`config.mk`:
```
export PLATFORM = sky130hd
export DESIGN_NAME = apb3_master
export DESIGN_NICKNAME = d
export VERILOG_FILES = /design/src/rtl/apb3_master.sv
export SDC_FILE = /design/constraint.sdc
export NUM_CORES = 1
export LEC_CHECK = 0
export CORE_MARGIN = 2
export CORE_UTILIZATION = 40
export CTS_CLUSTER_SIZE = 25
export DETAILED_ROUTE_END_ITERATION = 10
export PLACE_DENSITY = 0.8
export SYNTH_ARGS = -nofsm -noshare
export SYNTH_HDL_FRONTEND = slang
export SYNTH_SLANG_ARGS = --single-unit
```
`constraint.sdc`:
```
create_clock -name PCLK -period 5.6 [get_ports PCLK]
set_input_delay 0.56 -clock PCLK [delete_from_list [all_inputs] [get_ports PCLK]]
set_output_delay 0.56 -clock PCLK [all_outputs]
set_load 0.01 [all_outputs]
```
`src/rtl/apb3_master.sv`:
```
// ---------------------------------------------------------------------------
// apb3_master
//   APB3 requester. Takes one command at a time over a valid/ready handshake,
//   runs it as an APB3 SETUP/ACCESS transfer and returns exactly one response
//   pulse per accepted command. Handles PREADY wait states and PSLVERR. A
//   transfer that waits too long in ACCESS is aborted with a timeout response.
//
//   Parameters
//     ADDR_W   address width
//     DATA_W   data width
//     TIMEOUT  consecutive PREADY=0 ACCESS edges that abort (0 = never)
//
//   Ports
//     PCLK, PRESETn          clock, asynchronous active-low reset
//     cmd_valid/cmd_ready    command handshake
//     cmd_write/addr/wdata   command payload (captured on accept)
//     rsp_valid              one-cycle response pulse, no backpressure
//     rsp_rdata/err/timeout  response payload, held until the next response
//     PADDR..PENABLE         APB3 requester outputs
//     PRDATA/PREADY/PSLVERR  APB3 completer inputs
//
//   state  | meaning
//   -------+-------------------------------------------------------------
//   IDLE   | cmd_ready=1, bus idle, PADDR/PWDATA/PWRITE hold last values
//   SETUP  | PSEL=1, PENABLE=0, one cycle only
//   ACCESS | PSEL=1, PENABLE=1, waits for PREADY or the timeout
// ---------------------------------------------------------------------------
module apb3_master #(
    parameter int ADDR_W  = 32,
    parameter int DATA_W  = 32,
    parameter int TIMEOUT = 16
) (
    input  logic              PCLK,
    input  logic              PRESETn,

    input  logic              cmd_valid,
    output logic              cmd_ready,
    input  logic              cmd_write,
    input  logic [ADDR_W-1:0] cmd_addr,
    input  logic [DATA_W-1:0] cmd_wdata,

    output logic              rsp_valid,
    output logic [DATA_W-1:0] rsp_rdata,
    output logic              rsp_err,
    output logic              rsp_timeout,

    output logic [ADDR_W-1:0] PADDR,
    output logic [DATA_W-1:0] PWDATA,
    output logic              PWRITE,
    output logic              PSEL,
    output logic              PENABLE,
    input  logic [DATA_W-1:0] PRDATA,
    input  logic              PREADY,
    input  logic              PSLVERR
);

    // A zero TIMEOUT would give a zero-width counter; keep one bit so the
    // register stays legal even though it is never compared.
    localparam int CNT_W = (TIMEOUT > 0) ? $clog2(TIMEOUT + 1) : 1;
    // The abort fires on the edge that would push the count to TIMEOUT,
    // i.e. when the count already equals TIMEOUT-1.
    localparam logic [CNT_W-1:0] LAST_WAIT = (TIMEOUT > 0) ? CNT_W'(TIMEOUT - 1) : '0;

    typedef enum logic [1:0] {
        IDLE   = 2'd0,
        SETUP  = 2'd1,
        ACCESS = 2'd2
    } state_t;

    state_t           state;
    logic [CNT_W-1:0] wait_cnt;

    always_ff @(posedge PCLK or negedge PRESETn) begin
        if (!PRESETn) begin
            state       <= IDLE;
            wait_cnt    <= '0;
            cmd_ready   <= 1'b1;
            PSEL        <= 1'b0;
            PENABLE     <= 1'b0;
            PWRITE      <= 1'b0;
            PADDR       <= '0;
            PWDATA      <= '0;
            rsp_valid   <= 1'b0;
            rsp_rdata   <= '0;
            rsp_err     <= 1'b0;
            rsp_timeout <= 1'b0;
        end else begin
            rsp_valid <= 1'b0;
            case (state)
                IDLE: begin
                    if (cmd_valid) begin
                        PADDR     <= cmd_addr;
                        PWDATA    <= cmd_wdata;
                        PWRITE    <= cmd_write;
                        PSEL      <= 1'b1;
                        cmd_ready <= 1'b0;
                        state     <= SETUP;
                    end
                end
                SETUP: begin
                    PENABLE  <= 1'b1;
                    wait_cnt <= '0;
                    state    <= ACCESS;
                end
                ACCESS: begin
                    if (PREADY) begin
                        // PRDATA/PSLVERR are only looked at on this edge.
                        PSEL        <= 1'b0;
                        PENABLE     <= 1'b0;
                        cmd_ready   <= 1'b1;
                        rsp_valid   <= 1'b1;
                        rsp_err     <= PSLVERR;
                        rsp_timeout <= 1'b0;
                        rsp_rdata   <= PWRITE ? '0 : PRDATA;
                        state       <= IDLE;
                    end else if ((TIMEOUT != 0) && (wait_cnt == LAST_WAIT)) begin
                        PSEL        <= 1'b0;
                        PENABLE     <= 1'b0;
                        cmd_ready   <= 1'b1;
                        rsp_valid   <= 1'b1;
                        rsp_err     <= 1'b1;
                        rsp_timeout <= 1'b1;
                        rsp_rdata   <= '0;
                        state       <= IDLE;
                    end else begin
                        wait_cnt <= wait_cnt + 1'b1;
                    end
                end
                default: begin
                    PSEL      <= 1'b0;
                    PENABLE   <= 1'b0;
                    cmd_ready <= 1'b1;
                    state     <= IDLE;
                end
            endcase
        end
    end

endmodule

```
# Word level (Yosys, flattened, before mapping)
# Cells that the tools add are included.
[classes]
n_eq_ne = 7
n_mux = 24
bitwise_logic = 2
n_reduce_logical = 9
n_addsub = 1
[ops]
columns = ["operator", "n"]
rows = [
  ["two-way mux 32 bit", 3],
  ["two-way mux 1 bit", 11],
  ["two-way mux 5 bit", 2],
  ["case mux 5 bit (2 select lines)", 1],
  ["case mux 1 bit (3 select lines)", 3],
  ["AND reduction 2 bit", 4],
  ["two-way mux 2 bit", 3],
  ["inequality test 2 bit (second input constant)", 3],
  ["case mux 2 bit (3 select lines)", 1],
  ["AND reduction 3 bit", 2],
  ["adder 5 x 1 -> 5 bit (second input constant)", 1],
  ["== test 5 x 4 -> 1 bit (second input constant)", 1],
  ["nonzero test 2 bit", 2],
  ["inequality test 3 bit (second input constant)", 1],
  ["== test 2 x 1 -> 1 bit (second input constant)", 1],
  ["== test 2 bit (second input constant)", 1],
  ["logical NOT 2 bit", 1],
  ["NOT 1 bit", 2],
]
[word_totals]
word_cells = 55
ff_bits = 110

# Logic depth before layout (Yosys ltp)
# Gate-level depths: netlist of the first run.
[depth]
word_depth = 4
mapped_depth = 7
depth_no_buf = 6

# Worst setup path before layout of the first run
# OpenSTA, ideal clock, no wires.
[synth_path]
kind = "reg-to-reg"
start = "register wait_cnt[0]"
end = "register wait_cnt[3]"
n_path_buf = 0
setup_ns = 0.133
synth_period_minus_slack_ns = 1.840
path_slack_ns = 3.760
path_stages_with_launch = 7
required_time_ns = 5.467
arrival_time_ns = 1.707
path_cell_list = "dfrtp_1 > ha_1 > and3_1 > ha_1 > or2_2 > o311ai_0 > nand3_1"
[synth_between]
elab_chain_cells = 4
[synth_lines]
columns = ["item", "line_no", "source"]
rows = [
  ["start, declared", "71", "logic [CNT_W-1:0] wait_cnt;"],
  ["start signal, assigned", "126", "wait_cnt <= wait_cnt + 1'b1;"],
  ["adder 5 x 1 -> 5 bit", "126", ""],
  ["two-way mux 5 bit", "116", "end else if ((TIMEOUT != 0) && (wait_cnt == LAST_WAIT)) begin"],
  ["two-way mux 5 bit", "106", "if (PREADY) begin"],
  ["case mux 5 bit (2 select lines)", "89", "case (state)"],
]
# Parallel ways exist; a longest one is shown, timed or not. The select of a mux whose other input is x is not followed.
# A chain may end at the register's enable or synchronous reset.

# Worst setup path in the final report of the first run
[layout_path]
start = "register wait_cnt[0]"
end = "register rsp_rdata[22]"
[layout_between]
elab_chain_cells = 3
[layout_lines]
columns = ["item", "line_no", "source"]
rows = [
  ["== test 5 x 4 -> 1 bit", "116", ""],
  ["nonzero test 2 bit (no line)", "-", ""],
  ["AND reduction 2 bit (no line)", "-", ""],
  ["end signal, assigned", "114", "rsp_rdata <= PWRITE ? '0 : PRDATA;"],
  ["end, declared", "43", "output logic [DATA_W-1:0] rsp_rdata,"],
]
# Every way passes these cells.

==> results by group, run 1 <==
Clocking
  – Setup Fix Bufs, Post-CTS: 0
  – Clock tree root buffer cell: clkbuf_8
  – Clock-pin slew on the worst setup and hold paths: 100 ps
  – Clock tree from TritonCTS: built
  – Number of buffers on the longest clock path: 2
  – Worst skew pair latency: 350 ps
  – Clk sink count: 110
  – Number of gates resized after CTS: 0
  – CTS H-tree depth: 3
  – Hold-fix buffer count after cts: 0
  – Number of buffers created by CTS: 9

Logic synthesis
  – YS warnings: 0
  – Portion of synthesized cell area occupied by the leading cell type: 65.4%
  – Yosys reg bits: 110
  – Proportion of synthesized chip area in sequential cells: 66.0%
  – Mapped Avg Cell Area: 15.5 sq um
  – Cell type with the largest total area after synthesis: dfrtp_1
  – Net count after synthesis: 374
  – Cells after synthesis: 270
  – Post-synthesis cell type count: 30
  – Mapped cell area: about 4200 sq um
  – Largest cells by area after synthesis: dfrtp_1, mux2_2, a22o_1

Detailed routing
  – Mean number of vias per cell: 4.98
  – WL per Instance: 16.9 microns
  – Total vias in the final route: 3,047
  – Number of search-and-repair iterations in the first detailed-routing pass: 4
  – Wirelength, routed: 10,300 microns
  – Drc violations: 0
  – Detailed router's first-iteration violation count: 146
  – Antenna violation net count after detailed routing: 0

Floorplan
  – Die Wd: 106 microns
  – Placeable core area: 10,200 sq um
  – Floorplan row count: 37
  – Die boundary height: 106 microns
  – # IOs: 205
  – Initial core utilization: 40.8%
  – Total die area: 11,300 sq um

Timing
  – Max Transition Viols Final: 0
  – Tcrit/Tclk final: 47.2%
  – Time the worst path needs with I/O delays and setup: around 2600 ps
  – Achievable Freq: between 300 and 400 MHz
  – RSZ-0062 raised after global routing: no
  – Worst clock skew: around 12 ps
  – Transition time of the tightest slew-check pin: 1190 ps
  – Total count of hold-check failures in the final report: 0
  – Relative slew margins: roughly a fifth
  – Setup TNS: 0 ps
  – Total of endpoints with negative setup slack in the final report: 0

Finish
  – Highest-count cells in the layout ignoring fill and taps: clkdlybuf4s50_1, dfrtp_1, mux2_2
  – Antenna cell count: 0
  – Nets@finish: 575
  – Post-Layout Cell Count: 612
  – Fill cell total of the finished layout: 825
  – Layout cells sized above 1: a little under a fifth
  – Syn-to-layout area delta: 56.1%
  – Area of all placed cells without fillers: 6510 sq um
  – Most common cell after layout, fill and taps aside: clkdlybuf4s50_1

Placed design
  – Placed wire-length estimate: 7460 microns
  – # placed instances: 596
  – DP Area: 6300 sq um
  – Port buffer count: just over 200
  – RD Place Congestion: 0.754

Setup path
  – Startpoint-to-endpoint class of the critical path: reg -> reg
  – CP max stage delay: 840 ps
  – Most repeated library cell on the critical path: ha_1
  – Endpoint type of the worst setup path: flop
  – Critical path launch point type: flop
  – Ordered cell list for the critical path: ha_1 -> and3_1 -> ha_1 -> or2_2 -> nand2_1 -> a22o_1
  – Crit path arrival time: 2920 ps
  – Peak fanout along the critical path: 33
  – Required arrival time at the worst endpoint: 5880 ps
  – Bufs and invs on worst path: 0
  – Crit path max-delay family: simple AND/OR/NAND/NOR gates
  – Master of the slowest instance on the critical path: nand2_1

Global routing
  – Number of global-route vias before repair: 3,378
  – Maximum number of pins on one net before global-route repair: 61
  – First-pass GRT wire length: 16,700 microns
  – Global route overflow: 0
  – Global Route met2 Usage: 31.1%
  – Global routing usage on met3: 6.19%
  – Overall Global Routing Usage: a little under a fifth
  – Number of antenna violations at the first check in global routing: 0
  – Met1 demand-to-capacity share in global routing: 22.4%
  – Most Crowded Layer GR: met2

Run
  – Count of maximum capacitance violations: 0

Outcome
  – Result of the run: finished clean

Worst hold path
  – Classification of the worst-slack hold path: in -> async

Pwr
  – Worst ir drop on vdd: 263 uV
  – Lkg Pwr: 2.73 nW
  – Power per Cell Area: 535 nW/um^2
[layer usage]
layer / up-vias / share of wire (%)
met5: - / 0
li1: 1378 / -
met1: 1516 / 40
met2: 136 / 49
met4: 0 / 2.2
met3: 17 / 8.4
[cell usage after synthesis]
library cell and n:
o2bb2ai_1 3, nand4_1 1, or3b_1 1, nand2b_1 1, a21oi_1 7, and3_1 1
nor2b_4 1, a21o_1 1, nor2b_1 2, ha_1 2, nor3_1 1, a31oi_1 2
nand3_1 2, dfrtp_1 109, and3b_1 1, nor3b_1 1, clkbuf_1 1, o22a_1 1
or2_2 1, a221o_1 1, dfstp_2 1, nor4bb_1 1, mux2_2 67, buf_2 7
nand2_1 3, a22o_1 32, buf_4 8, o311ai_0 1, nor2_1 5, inv_1 5
[where the power goes]
group | switching (mW) | internal [mW]
clock network | 0.267 | 0.225
registers | 0.226 | 1.17
logic | 0.580 | 1.02
total | 1.07 | 2.41
[worst register-to-register path, cell delays in order, from the launching register on]
cell and delay (ps):
dfrtp_1 450, ha_1 250, and3_1 190, ha_1 220
or2_2 330, nand2_1 840, a22o_1 310
[cell type report]
cell class              instances  area, sq um  area share (%)
well taps                     136          170            2.61
clock inverters                 5         67.6            1.04
clock buffers                  11          141            2.17
multi-input cells             139         1310            20.1
flip-flops and latches        110         2750            42.3
repair buffers                206         2050            31.5
inverters                       5         18.8           0.288
[kinds of logic (layout without fill, tap and decap cells)]
| group | after synthesis | after routing | share of synthesized area (%) |
|---|---|---|---|
| buffers and inverters | 21 | 227 | 2.82 |
| DFF | 110 | 110 | 66.0 |
| adders and majority gates | 2 | 2 | 0.600 |
| and+or+nand+nor | 22 | 22 | 3.15 |
| AOI/OAI and AO/OA | 48 | 48 | 9.33 |
| muxes | 67 | 67 | 18.1 |
[final timing paths]
kind                              from            end  slack [ps]  cells past startpoint
max                        wait_cnt[0]  rsp_rdata[22]        2960                      6
min                            PRESETn    rsp_timeout         220                      1
max reg2reg                wait_cnt[0]  rsp_rdata[22]        2960                      6
min reg2reg                  cmd_ready      cmd_ready         490                      2
max in group asynchronous      PRESETn       PADDR[0]        4200                      2
min in group PCLK            cmd_ready      cmd_ready         490                      2
[state kept, by name (all words and copies together), names as in the netlist]
signal,count
PWRITE,1
cmd_ready,1
wait_cnt,5
rsp_valid,1
rsp_timeout,1
PSEL,1
PWDATA,32
rsp_err,1
PENABLE,1
PADDR,32
state,2
rsp_rdata,32
[metrics by stage]
step | total power [mW] | hold slack, ps | utilization, % | worst slack [ps]
after global routing | 3.71 | 246 | 63.7 | 2770
after detailed placement | 3.03 | 477 | 61.6 | 2810
after floorplan | 2.08 | 264 | - | 3760
after global placement | 2.98 | 457 | 61.6 | 2830
after CTS | 3.54 | 226 | 63.7 | 2990
final | 3.49 | 219 | 63.7 | 2960
Note: power is estimated with default switching activity, not from simulation.
==> inputs of run 2 (changes only) <==
Clock period 5.6 ns to 2.58 ns, I/O delays scaled along.
==> results by group, run 2 (same netlist as run 1, synthesis figures left out) <==
Outcome
  – Result of the run: finished clean

Setup path
  – Crit path arrival time: 2400 ps (-520 ps)
  – Reg-to-reg critical path startpoint: wait_cnt[0]
  – Peak fanout along the critical path: 33 (unchanged)
  – Reg2Reg Capture Point: rsp_rdata[30]
  – Critical Path Start: wait_cnt[0]
  – Startpoint-to-endpoint class of the critical path: reg -> reg
  – Endpoint type of the worst setup path: flop
  – Critical path launch point type: flop
  – Required arrival time at the worst endpoint: 2870 ps (-3010 ps)
  – Slack of the worst reg-to-reg path: 460 ps (-2500 ps)
  – Worst r2r path cells: 7 (+1)
  – Termination of the worst setup path: rsp_rdata[30]

Timing
  – Time the worst path needs with I/O delays and setup: 2120 ps (-525 ps)
  – Transition time of the tightest slew-check pin: 591 ps (-600 ps)
  – RSZ-0062 raised after global routing: no
  – Total of endpoints with negative setup slack in the final report: 0 (unchanged)
  – Total count of hold-check failures in the final report: 0 (unchanged)
  – Achievable Freq: 473 MHz (+25%)
  – Relative slew margins: 60.6% (+40 points)
  – Max Transition Viols Final: 0 (unchanged)
  – Setup TNS: 0 ps (unchanged)
  – Tcrit/Tclk final: 82.0% (+35 points)
  – Worst clock skew: 15.0 ps (+3.14 ps)

Finish
  – Antenna cell count: 0 (unchanged)
  – Nets@finish: 579 (+0.70%)
  – Largest registers: PADDR: 32 flops, PWDATA: 32 flops, rsp_rdata: 32 flops
  – Most common cell after layout, fill and taps aside: clkdlybuf4s50_1
  – Fill cell total of the finished layout: 788 (-4.5%)
  – Syn-to-layout area delta: 57.4%
  – Highest-count cells in the layout ignoring fill and taps: clkdlybuf4s50_1, dfrtp_1, mux2_2
  – Layout cells sized above 1: 19.0% (+0.26 points)
  – Area of all placed cells without fillers: 6570 sq um (+0.81%)

Detailed routing
  – Antenna violation net count after detailed routing: 0 (unchanged)
  – Drc violations: 0 (unchanged)
  – Uppermost layer routed: met4
  – Detailed router's first-iteration violation count: 118 (-19%)
  – WL per Instance: 16.6 microns (-1.5%)
  – Total vias in the final route: 3,048 (+0.033%)
  – Wirelength, routed: 10,200 microns (-0.84%)
  – Routed length on met2: 4960 microns (-2.3%)
  – Met3 WL: 945 microns (+8.7%)
  – Number of search-and-repair iterations in the first detailed-routing pass: 4 (unchanged)
  – Met1 WL: 4140 microns (-0.22%)
  – Mean number of vias per cell: 4.95 (-0.62%)

Global routing
  – Global route overflow: 0 (unchanged)
  – Overall Global Routing Usage: 18.4% (-0.22 points)
  – First-pass GRT wire length: 16,400 microns (-2.1%)
  – Number of antenna violations at the first check in global routing: 0 (unchanged)
  – Maximum number of pins on one net before global-route repair: 67 (+9.8%)
  – Number of global-route vias before repair: 3,189 (-5.6%)

Clocking
  – Clock tree root buffer cell: clkbuf_8
  – Number of buffers on the longest clock path: 2 (unchanged)
  – Clock tree from TritonCTS: built
  – CTS H-tree depth: 3 (unchanged)
  – Number of buffers created by CTS: 9 (unchanged)
  – Setup Fix Bufs, Post-CTS: 0 (unchanged)
  – Number of gates resized after CTS: 0 (unchanged)
  – Clk sink count: 110 (unchanged)
  – Worst skew pair latency: 360 ps (about the same)
  – Clock-pin slew on the worst setup and hold paths: 100 ps (about the same)

Worst hold path
  – Classification of the worst-slack hold path: in -> reg

Pwr
  – Portion of total power attributed to combinational logic: 46.5% (+0.7 points)
  – Part of the power in registers: 40.0% (about the same)
  – Power per Cell Area: 1150 nW/um^2 (+120%)
  – Net switching power: 2.32 mW (+120%)
  – Switching share of power: 30.7% (-0.11 points)
  – Part of the power in the clock network: 13.5% (-0.6 points)
  – Internal power summed over all cells: 5.24 mW (+120%)
  – Worst ir drop on vdd: 590 uV (+120%)
  – Lkg Pwr: 2.75 nW (+0.70%)

Floorplan
  – Initial core utilization: 40.8% (unchanged)
  – Floorplan row count: 37 (unchanged)
  – Total die area: 11,300 sq um (unchanged)
  – Die Wd: 106 microns (unchanged)
  – Die boundary height: 106 microns (unchanged)
  – Placeable core area: 10,200 sq um (unchanged)
  – # IOs: 205 (unchanged)

Run
  – Count of maximum capacitance violations: 0 (unchanged)

Placed design
  – Placed wire-length estimate: 7650 microns (+2.5%)
  – Port buffer count: 204 (unchanged)
  – RD Place Congestion: 0.730 (-3.1%)
  – DP Area: 6360 sq um (+0.95%)
[run 2: critical path, stage by stage (launching register included)]
cell	delay [ps]
dfrtp_1	440
ha_1	250
and3_1	200
ha_1	220
or2_2	320
nand2_1	70
buf_4	320
a22o_1	220
[run 2: final cells by class]
| type | instances | area [sq um] | share of cell area [%] |
|---|---|---|---|
| clock inverters | 5 | 60.1 | 0.915 |
| multi-input cells | 139 | 1310 | 19.9 |
| repair buffers | 210 | 2120 | 32.4 |
| clock buffers | 11 | 131 | 2.00 |
| well taps | 136 | 170 | 2.59 |
| inverters | 5 | 18.8 | 0.286 |
| flip-flops and latches | 110 | 2750 | 41.9 |
[run 2: worst min path at each step]
| stage | start | endpoint | depth (start not counted) |
|---|---|---|---|
| finish | PSLVERR | rsp_err | 3 |
| global route | PSLVERR | rsp_err | 3 |
| CTS | PSLVERR | rsp_err | 3 |
| detailed placement | PRESETn | rsp_timeout | 1 |
| global placement | PRESETn | rsp_timeout | 1 |
| floorplan | PRESETn | PADDR[0] | 0 |
[run 2: metrics by stage]
stage                     utilization [%]  cells  hold slack (ps)  worst slack (ps)  total power [mW]
final                                64.2    616              450               464              7.56
after global routing                 64.2    616              469               286              8.01
after CTS                            64.2    616              440               476              7.67
after detailed placement             62.2    599              298               501              6.62
after global placement               62.2    599              294               591              6.50
after floorplan                         -    270            -37.6               740              4.52
[run 2: power by group through the flow]
| stage | clock [mW] | combinational (mW) | sequential (mW) |
|---|---|---|---|
| floorplan | 0 | 1.16 | 3.37 |
| global placement | 0 | 3.47 | 3.02 |
| detailed placement | 0 | 3.55 | 3.07 |
| CTS | 1.06 | 3.58 | 3.04 |
| global route | 1.12 | 3.76 | 3.14 |
| finish | 1.02 | 3.52 | 3.03 |
[run 2: routing by layer]
metal  GRT usage, %  vias up
li1               -     1391
met1           22.7     1507
met2           29.9      135
met3           6.50       15
met4           6.67        0
met5              0        -
[run 2: timing repair]
item                                   in CTS  in global routing
endpoints found under the hold margin      43                  0
hold buffers                                1                  0
setup endpoints to repair                   0                  0
==> inputs of run 3 (changes only) <==
Settings changed: CORE_UTILIZATION 40 to 36, PLACE_DENSITY 0.8 to 0.76.
Clock period 2.58 ns to 1.8 ns, I/O delays scaled along.
==> results by group, run 3 (same netlist as run 1, synthesis figures left out) <==
Floorplan
  – Floorplan row count: 39 (+5.4%)
  – Initial core utilization: 36.7% (-4.1 points)
  – Total die area: 12,500 sq um (+11%)
  – Die Wd: 112 microns (+5.2%)
  – Die boundary height: 112 microns (+5.2%)
  – Placeable core area: 11,400 sq um (+11%)
  – # IOs: 205 (unchanged)

Timing
  – RSZ-0062 raised after global routing: no
  – Relative slew margins: 61.1% (+0.53 points)
  – Max Transition Viols Final: 0 (unchanged)
  – Achievable Freq: 567 MHz (+20%)
  – Total of endpoints with negative setup slack in the final report: 0 (unchanged)
  – Post-route worst hold slack: 387 ps (-62.9 ps)
  – Total count of hold-check failures in the final report: 0 (unchanged)
  – Worst clock skew: 4.68 ps (-10.3 ps)
  – Transition time of the tightest slew-check pin: 583 ps (-7.92 ps)
  – Tcrit/Tclk final: 98.0% (+16 points)
  – Time the worst path needs with I/O delays and setup: 1760 ps (-351 ps)
  – Crit path setup slack, layout: 35.2 ps (-429 ps)

Detailed routing
  – Wirelength, routed: 10,800 microns (+5.6%)
  – Met1 WL: 4360 microns (+5.2%)
  – Number of search-and-repair iterations in the first detailed-routing pass: 4 (unchanged)
  – Routed length on met2: 5350 microns (+7.8%)
  – Detailed router's first-iteration violation count: 117 (-0.85%)
  – Antenna violation net count after detailed routing: 0 (unchanged)
  – Drc violations: 0 (unchanged)
  – Met3 WL: 939 microns (-0.63%)
  – WL per Instance: 17.1 microns (+3.0%)
  – Total vias in the final route: 3,107 (+1.9%)
  – Uppermost layer routed: met4
  – Mean number of vias per cell: 4.92 (-0.64%)

Placed design
  – Placed wire-length estimate: 7930 microns (+3.7%)
  – Pre-CTS setup slack: -46.3 ps (-547 ps)
  – RD Place Congestion: 0.849 (+16%)
  – # placed instances: 618 (+3.2%)
  – Port buffer count: 204 (unchanged)

Setup path
  – Worst r2r path cells: 6 (-1)
  – Critical path launch point type: flop
  – Master of the slowest instance on the critical path: dfrtp_1
  – Ordered cell list for the critical path: ha_2 -> and3_4 -> ha_4 -> or3b_4 -> mux2_2 -> o2bb2ai_2
  – Startpoint-to-endpoint class of the critical path: reg -> reg
  – Endpoint type of the worst setup path: flop
  – Stages on the worst setup path: 6 (-1)
  – Crit path arrival time: 2040 ps (-360 ps)
  – Reg-to-reg critical path startpoint: wait_cnt[0]
  – CP max stage delay: 380 ps (-60 ps)
  – Bufs and invs on worst path: 0 (-1)
  – Reg2Reg Capture Point: wait_cnt[0]
  – Required arrival time at the worst endpoint: 2070 ps (-800 ps)
  – Peak fanout along the critical path: 4 (-88%)
  – Crit path max-delay family: simple AND/OR/NAND/NOR gates
  – Slack of the worst reg-to-reg path: 40 ps (-430 ps)

Pwr
  – Total chip power: 11.3 mW (+50%)
  – Lkg Pwr: 2.87 nW (+4.3%)
  – Power per Cell Area: 1660 nW/um^2 (+44%)
  – Worst ir drop on vdd: 878 uV (+49%)

Global routing
  – Number of global-route vias before repair: 3,335 (+4.6%)
  – Maximum number of pins on one net before global-route repair: 43 (-36%)
  – First-pass GRT wire length: 16,800 microns (+2.6%)
  – Overall Global Routing Usage: 17.1% (-1.3 points)
  – Global route overflow: 0 (unchanged)
  – Number of antenna violations at the first check in global routing: 0 (unchanged)

Worst hold path
  – Classification of the worst-slack hold path: in -> async

Run
  – Count of maximum capacitance violations: 0 (unchanged)

Clocking
  – Clock-pin slew on the worst setup and hold paths: 70 ps (-30 ps)
  – Worst skew pair latency: 340 ps (-20 ps)
  – Clock tree from TritonCTS: built
  – CTS H-tree depth: 3 (unchanged)
  – Number of buffers created by CTS: 9 (unchanged)
  – Clk sink count: 110 (unchanged)
  – Number of buffers on the longest clock path: 2 (unchanged)
  – Clock tree root buffer cell: clkbuf_16

Finish
  – Antenna cell count: 0 (unchanged)
  – Layout cells sized above 1: 22.5% (+3.5 points)
  – Nets@finish: 592 (+2.2%)
  – Largest registers: PADDR: 32 flops, PWDATA: 32 flops, rsp_rdata: 32 flops
  – Post-Layout Cell Count: 632 (+2.6%)
  – Most common cell after layout, fill and taps aside: clkdlybuf4s50_1
  – Syn-to-layout area delta: 63.6%
  – Highest-count cells in the layout ignoring fill and taps: clkdlybuf4s50_1, dfrtp_1, mux2_2

Outcome
  – Result of the run: finished clean
-- run 3: cell count changes in the layout (fill, tap and decap cells not counted), moves of 2 or more --
| cell | before | now |
|---|---|---|
| clkbuf_1 | 2 | 0 |
| ha_1 | 2 | 0 |
| buf_4 | 3 | 14 |
| clkbuf_16 | 0 | 10 |
| clkbuf_8 | 9 | 1 |
-- run 3: final cells by class --
type | instances | area, sq um
tap | 143 | 179
inverter | 5 | 18.8
clock buffer | 10 | 239
fill | 908 | 4550
clock inverter | 2 | 12.5
multi-input combinational | 139 | 1370
sequential | 110 | 2750
timing repair buffer | 223 | 2250
-- run 3: metrics by stage --
step / utilization, % / TNS, ps / cell area, sq um
3_3_place_gp: 57.0 / -17.8 / 6480
6_report: 60.0 / 0 / 6820
5_1_grt: 60.0 / 0 / 6820
2_1_floorplan: - / -174 / 4170
4_1_cts: 59.3 / 0 / 6750
3_5_place_dp: 57.0 / -147 / 6480
-- run 3: where the power goes --
part | internal, mW | leakage [nW] | switching, mW
Combinational | 3.32 | 1.41 | 1.93
Sequential | 3.65 | 1.34 | 0.671
Clock | 0.943 | 0.122 | 0.819
Total | 7.92 | 2.87 | 3.42
-- run 3: how the worst max path moves through the flow --
stage / start / end / slack [ps]
finish: wait_cnt[0] / wait_cnt[0] / 40
global route: wait_cnt[0] / wait_cnt[0] / 3
detailed placement: wait_cnt[0] / wait_cnt[3] / -50
floorplan: wait_cnt[0] / wait_cnt[3] / -9
global placement: wait_cnt[0] / wait_cnt[3] / -20
CTS: wait_cnt[0] / wait_cnt[0] / 7
-- run 3: routing by layer --
| layer | track usage (%) | vias up |
|---|---|---|
| met3 | 6.59 | 13 |
| met4 | 6.91 | 0 |
| met5 | 0 | - |
| met1 | 20.0 | 1539 |
| met2 | 28.4 | 144 |
| li1 | - | 1411 |
-- run 3: what timing repair did --
item	in CTS	in global routing
endpoints found under the setup margin	36	38
cloned	0	1
buffers inserted	0	0
gates resized for setup	3	9
hold endpoints to repair	37	0
hold buffers	1	0
